<file path="config.mk">
export PLATFORM = sky130hd
export DESIGN_NAME = draw_scheduler
export DESIGN_NICKNAME = d
export VERILOG_FILES = /design/src/rtl/draw_scheduler.sv
export SDC_FILE = /design/constraint.sdc
export NUM_CORES = 1
export LEC_CHECK = 0
export ABC_AREA = 1
export BUFFER_PORTS_ARGS = -buffer_cell sky130_fd_sc_hd__buf_4
export CAP_MARGIN = 15
export CORE_ASPECT_RATIO = 1.1
export CORE_MARGIN = 5
export CORE_UTILIZATION = 45
export CTS_CLUSTER_DIAMETER = 120
export DETAILED_ROUTE_END_ITERATION = 7
export GPL_TIMING_DRIVEN = 0
export PLACE_DENSITY = 0.73
export SLEW_MARGIN = 15
export SYNTH_ARGS = -nofsm -noshare
export SYNTH_HDL_FRONTEND = slang
export SYNTH_SLANG_ARGS = --single-unit
</file>
<file path="constraint.sdc">
create_clock -name clk -period 1.4 [get_ports clk]
set_input_delay 0.07 -clock clk [delete_from_list [all_inputs] [get_ports clk]]
set_output_delay 0.07 -clock clk [all_outputs]
set_load 0.05 [all_outputs]
</file>
<file path="src/rtl/draw_scheduler.sv">
// Arbitrates N drawing sub-controllers onto the shared datapath state bus.
// Each owner keeps the bus for a whole draw burst; a watchdog bounds the hold time.
module draw_scheduler #(
    parameter int                 N_CLIENTS = 2,
    parameter int                 STATE_W   = 4,
    parameter logic [STATE_W-1:0] IDLE_CODE = 4'b1111,
    parameter int                 RR_MODE   = 1,
    parameter int                 MAX_HOLD  = 64
) (
    input  logic                                            clk,
    input  logic                                            resetn,
    input  logic [N_CLIENTS-1:0]                            req,
    input  logic [N_CLIENTS-1:0]                            done,
    input  logic [N_CLIENTS*STATE_W-1:0]                    code,
    input  logic                                            halt,
    output logic [N_CLIENTS-1:0]                            grant,
    output logic                                            busy,
    output logic [((N_CLIENTS > 1) ? $clog2(N_CLIENTS) : 1)-1:0] owner,
    output logic [STATE_W-1:0]                              cur_state,
    output logic                                            timeout
);

    localparam int OW     = (N_CLIENTS > 1) ? $clog2(N_CLIENTS) : 1;
    localparam int HOLD_W = (MAX_HOLD > 0) ? $clog2(MAX_HOLD + 1) : 1;
    localparam logic [N_CLIENTS-1:0] GRANT_ONE = N_CLIENTS'(1);

    typedef enum logic {
        S_IDLE = 1'b0,
        S_BUSY = 1'b1
    } state_t;

    state_t              state;
    logic [HOLD_W-1:0]   hold_cnt;
    logic [OW-1:0]       win;
    logic [STATE_W-1:0]  own_code;
    logic                done_own;
    logic                expire;
    logic                arb_ok;

    // Round-robin starts just past the last owner and checks it last;
    // fixed priority simply takes the lowest requesting index.
    function automatic logic [OW-1:0] pick_winner(input logic [N_CLIENTS-1:0] r,
                                                  input logic [OW-1:0]        last);
        logic [OW-1:0] w;
        logic          found;
        int            idx;
        w     = last;
        found = 1'b0;
        for (int k = 1; k <= N_CLIENTS; k++) begin
            if (RR_MODE != 0) idx = (int'(last) + k) % N_CLIENTS;
            else              idx = k - 1;
            if (!found && r[idx]) begin
                found = 1'b1;
                w     = OW'(idx);
            end
        end
        return w;
    endfunction

    function automatic logic [HOLD_W-1:0] sat_inc(input logic [HOLD_W-1:0] c);
        return (&c) ? c : c + HOLD_W'(1);
    endfunction

    always_comb begin
        win      = pick_winner(req, owner);
        own_code = code[owner*STATE_W +: STATE_W];
        done_own = done[owner];
        expire   = (MAX_HOLD > 0) && (hold_cnt == HOLD_W'(MAX_HOLD - 1));
        arb_ok   = !halt && (|req);
    end

    always_ff @(posedge clk) begin
        if (!resetn) begin
            state     <= S_IDLE;
            grant     <= '0;
            busy      <= 1'b0;
            owner     <= OW'(N_CLIENTS - 1);
            cur_state <= IDLE_CODE;
            timeout   <= 1'b0;
            hold_cnt  <= '0;
        end else begin
            timeout <= 1'b0;
            case (state)
                S_IDLE: begin
                    cur_state <= IDLE_CODE;
                    if (arb_ok) begin
                        state    <= S_BUSY;
                        owner    <= win;
                        grant    <= GRANT_ONE << win;
                        busy     <= 1'b1;
                        hold_cnt <= '0;
                    end
                end
                S_BUSY: begin
                    if (done_own || expire) begin
                        // done takes precedence over an expiring watchdog
                        timeout <= !done_own;
                        if (arb_ok) begin
                            owner     <= win;
                            grant     <= GRANT_ONE << win;
                            hold_cnt  <= '0;
                            cur_state <= own_code;
                        end else begin
                            state     <= S_IDLE;
                            grant     <= '0;
                            busy      <= 1'b0;
                            cur_state <= IDLE_CODE;
                        end
                    end else begin
                        hold_cnt  <= sat_inc(hold_cnt);
                        cur_state <= own_code;
                    end
                end
                default: state <= S_IDLE;
            endcase
        end
    end

endmodule

</file>
## After elaboration in Yosys (flattened, before gate mapping)

Index checks and enable logic that the tools add are counted.

- Logic and storage cells: 66
- ROM bits: 0
- Bits in writable memories: 0
- Bits in latches: 0
- Memories kept: 0
- Register bits: 17
- Output and inout port bits: 9

- Reduce and logical (&&, ||, !) cells: 11
- Mux-type cells: 32
- Div/mod/pow operators: 0
- $lt $le $gt $ge: 3
- Bitwise gates (word level): 3
- Add/sub/neg operators: 3
- Eq/ne operators: 5
- Shift operators: 2
- $mul: 0

Operator list:

| cell | count |
|---|---|
| 7-bit 2-to-1 mux | 3 |
| 1-bit 2-to-1 mux | 18 |
| 7-bit case mux with 2 select lines | 1 |
| 4-bit 2-to-1 mux | 2 |
| 4-bit case mux with 2 select lines | 1 |
| 8-bit by 4-bit variable part select with 4-bit output | 1 |
| 7-bit by 1-bit adder with 7-bit output (second input constant) | 1 |
| 7-bit by 6-bit == test with 1-bit output (second input constant) | 1 |
| 7-bit AND reduction | 1 |
| 2-bit by 3-bit < comparator with 1-bit output (second input constant) | 2 |
| 2-bit 2-to-1 mux | 3 |
| 1-bit case mux with 2 select lines | 3 |
| 3-bit AND reduction | 2 |
| 2-bit inequality test (second input constant) | 2 |
| 2-bit case mux with 2 select lines | 1 |
| 1-bit logical NOT | 3 |
| 3-bit inequality test (second input constant) | 1 |
| 1-bit adder (second input constant) | 2 |
| 1-bit bitwise AND (first input constant) | 2 |
| 1-bit logical AND | 2 |
| 1-bit by 2-bit < comparator with 1-bit output (second input constant) | 1 |
| 2-bit by 1-bit inequality test with 1-bit output (second input constant) | 1 |
| 2-bit AND reduction | 1 |
| 2-bit OR reduction | 1 |
| other kinds (3) | 3 |

## Depth between registers and ports, before layout

- Depth in word-level cells: 13
- Gate-level depth with buffers: 11
- Mapped depth without buffers: 10

## Worst setup path before layout

Ideal clock, no wire load.

- Path kind: reg-to-reg
- Start: register owner
- End: register hold_cnt[3]
- Arrival: 1.480 ns
- Path slack: -0.195 ns
- Cell stages (with the launch flop): 11
- Path buffers: 1
- Setup time: 0.115 ns
- Data required time: 1.285 ns
- Cells stage by stage: dfxtp_1 buf_6 inv_4 nand2_4 nand2_4 nor2_8 nand2_4 nand2_4 nand2_4 a21oi_1 nor2_1

- Cells in the longest elaborated chain, start to end: 5
- Elaborated cells on any way between the ends: 6
- Those cells by class: eq/ne (1); mux (4); reduce/logical (1)

RTL lines:

| element | line | text |
|---|---|---|
| from (decl) | 18 | `output logic [((N_CLIENTS > 1) ? $clog2(N_CLIENTS) : 1)-1:0] owner,` |
| from (signal assigned) | 77 | `owner <= OW'(N_CLIENTS - 1);` |
| from (signal assigned) | 88 | `owner <= win;` |
| from (signal assigned) | 99 | `owner <= win;` |
| 1-bit 2-to-1 mux (not written as such) * (2 in a row) | 67 | `done_own = done[owner];` |
| 1-bit logical OR * | 95 | `if (done_own \|\| expire) begin` |
| 7-bit 2-to-1 mux | 95 |  |
| 7-bit case mux with 2 select lines | 83 | `case (state)` |
| to (signal assigned) | 110 | `hold_cnt <= sat_inc(hold_cnt);` |
| to (decl) | 33 | `logic [HOLD_W-1:0] hold_cnt;` |

Every way passes the cells marked *; elsewhere a longest branch is shown, timed or not. The select of a mux whose other input is x is not followed.
A chain may end at the register's enable or synchronous reset.

## Final worst setup path

- Start: register hold_cnt[0]
- End: register hold_cnt[5]

- Cells in the longest elaborated chain, start to end: 4
- Elaborated cells on any way between the ends: 8
- Those cells by class: add/sub (1); eq/ne (2); mux (3); reduce/logical (2)

RTL lines:

| element | line |
|---|---|
| 7-bit by 1-bit adder with 7-bit output or 7-bit by 6-bit == test with 1-bit output (tied branches) | 61, 68 |
| 7-bit 2-to-1 mux or 1-bit logical OR (tied branches) | 61, 95 |
| 7-bit 2-to-1 mux | 95 |
| 7-bit case mux with 2 select lines | 83 |

Parallel ways exist; a longest one is shown, timed or not. The select of a mux whose other input is x is not followed.

==> out/qor.csv <==
stage;metric;value;unit
status;status;finished clean;
timing;maxSlewHeadroom;0.759;
grt;grt_first_pass_wirelength;3570;µm
detailed_routing;drt_iter0_drc;14;
clocking;path_clk_slew;0.10;ns
worst_setup_path;path_class;register to register;
yosys;ys_warn_count;0;
detailed_routing;antenna_left;0;
power;power.density;811;nW/µm²
clocking;cts_max_level;1;
floorplan;start_util;0.461;
yosys;yosysMostFrequentCell;nand2_1;
worst_setup_path;worst_ep_required_time;1.63;ns
timing;hold_violations;0;
worst_setup_path;cp_data_arrival_time;1.55;ns
worst_setup_path;path_max_fanout;5;
yosys;synthArstFlopShare;0;
timing;worst_slack;0.0834;ns
floorplan;dieHeight;57.2;µm
final_layout;fin_nets;173;
floorplan;fp.dieW;52.9;µm
timing;fmax;0.760;GHz
clocking;cts_root_buffer;clkbuf_4;
final_layout;diodes;0;
yosys;synthCells;118;
job;max-cap-violations;0;
final_layout;drive_above_1_share;0.404;
detailed_routing;routed_wl;2250;µm
detailed_routing;dr.pass1.iters;4;
placed_design;dp_cells;168;
placed_design;port_buffers;22;
yosys;synthesis.nets;134;
timing;tightest_slew;0.361;ns
yosys;synth_common_cells;nand2_1 (27), dfxtp_1 (17), nand3_1 (13);
yosys;syn_avg_cell_area;7.73;µm²
timing;slew_violations;0;
power;p_leak;0.000589;µW
clocking;clkLatencyLatePin;0.29;ns
detailed_routing;wire_per_inst;12.2;µm
yosys;synth_ff_type;dfxtp_1;
grt;grt_pass1_vias;862;
clocking;clock-sinks;17;
floorplan;placementRows;17;
yosys;syn-cell-area;912;µm²
worst_setup_path;cp-end-kind;register;
clocking;cts_buffers;3;
yosys;synth_edf_count;0;
power;max-vdd-ir-drop;621;µV
yosys;synth_seq_cells;17;
clocking;clock_path_buffers;2;
placed_design;dpl.hpwl;1500;µm
grt;track_usage;0.155;
yosys;synth_area_leaders;dfxtp_1 (37%), nand2_1 (11%), nand2_4 (8.6%);
timing;fin_crit_sh;0.940;
yosys;synth.top_cell.area_share;0.373;
floorplan;die-area;3030;µm²
grt;grt_max_degree;11;
timing;fin_skew;0.00837;ns
placed_design;pre_cts_slack;-0.140;ns
worst_hold_path;min_path_type;input pin to register;
grt;antenna_found_initial;0;
detailed_routing;via_per_inst;4.88;
final_layout;layoutNonFillerInstCount;184;
floorplan;io_pins;24;
detailed_routing;drc;0;
yosys;synth.distinct_cells;24;
yosys;yosysTopAreaCell;dfxtp_1;
final_layout;area_delta_synth_final;41.7;%
timing;holdWs;0.0688;ns
yosys;yosysSeqAreaShare;0.373;
clocking;cts_tree;done;
timing;finalCriticalPeriod;1.32;ns
floorplan;core_area;1980;µm²
detailed_routing;routed-via-count;897;
worst_setup_path;worstSetupStartpointType;register;
grt;globalRoute.totalOverflow;0;
timing;setup-violations-final;0;
placed_design;gp_congestion;0.782;
## cell families (layout without fill, tap and decap cells)
kind of cell	after synthesis	after routing	share of synthesized area
AOI/OAI and AO/OA	17	17	0.125
adders and majority gates	1	1	0.0137
buffers and inverters	18	56	0.0878
DFF	17	17	0.373
and+or+nand+nor	65	65	0.401
## critical path, stage by stage, from the launching register on
cell and delay [ns]:
dfxtp_4 0.38, ha_4 0.15, nand3_4 0.10, inv_4 0.10, nand2_4 0.07, nand2_4 0.10, nand2_4 0.08, nand3_1 0.09
nand2_1 0.06, a21oi_2 0.11
## where the power goes
group | switching, µW | internal, µW | total, µW
registers | 18.8 | 502 | 521
logic | 157 | 111 | 269
clock network | 153 | 106 | 260
## sequential cells by signal, indices dropped and copies added (netlist names)
signal	flops
state	1
grant	2
owner	1
hold_cnt	7
busy	1
timeout	1
cur_state	4
## routing by layer
layer	GRT usage	wire length [µm]
met1	0.171	890
met2	0.282	1140
met3	0.0287	197
met4	0.0657	22
met5	0	0
## layout by cell type, fill, tap and decap left out, types with 3 or more instances in the layout
cell type / synthesis / layout
a21oi_2: 4 / 5
buf_4: 0 / 27
nand4_1: 3 / 3
clkbuf_4: 0 / 3
o211ai_1: 3 / 3
dfxtp_1: 17 / 14
inv_1: 11 / 11
nand3_1: 13 / 13
nand2_4: 7 / 8
nand2_2: 2 / 3
a21oi_1: 7 / 6
dlygate4sd3_1: 0 / 8
inv_2: 3 / 3
nand2_1: 27 / 25
nor2_1: 8 / 7
## metrics by stage
step	utilization	total power (µW)	area (µm²)	TNS [ns]
2_1_floorplan	-	695	916	0
3_3_place_gp	0.564	765	1120	-0.522
3_5_place_dp	0.564	768	1120	-0.697
4_1_cts	0.631	1060	1250	0
5_1_grt	0.653	1110	1290	-0.00397
6_report	0.653	1050	1290	0
## area by class of cell
type / instances / area, µm²
timing repair buffer: 35 / 283
clock inverter: 1 / 5.00
sequential: 17 / 349
tap: 28 / 35.0
buffer: 1 / 5.00
multi-input combinational: 83 / 528
inverter: 16 / 65.1
clock buffer: 3 / 22.5
fill: 191 / 686
## path summary, 6_finish.rpt
| path | start | end | slack [ns] | cells after the start |
|---|---|---|---|---|
| max reg2reg | hold_cnt[0]$_SDFFE_PN0P_ | hold_cnt[5]$_SDFFE_PN0P_ | 0.08 | 9 |
| min reg2reg | grant[0]$_SDFFE_PN0P_ | grant[0]$_SDFFE_PN0P_ | 0.49 | 2 |
| min | resetn | owner$_SDFFE_PN1P_ | 0.07 | 2 |
| max | hold_cnt[0]$_SDFFE_PN0P_ | hold_cnt[5]$_SDFFE_PN0P_ | 0.08 | 9 |
## what timing repair did
action                     CTS  global route
setup endpoints to repair   12            11
resized for setup            6             6
buffers inserted             1             4
pin swaps                    1             3
hold endpoints to repair     4             0
hold buffers                 8             0
(Power assumes the default switching activity.)
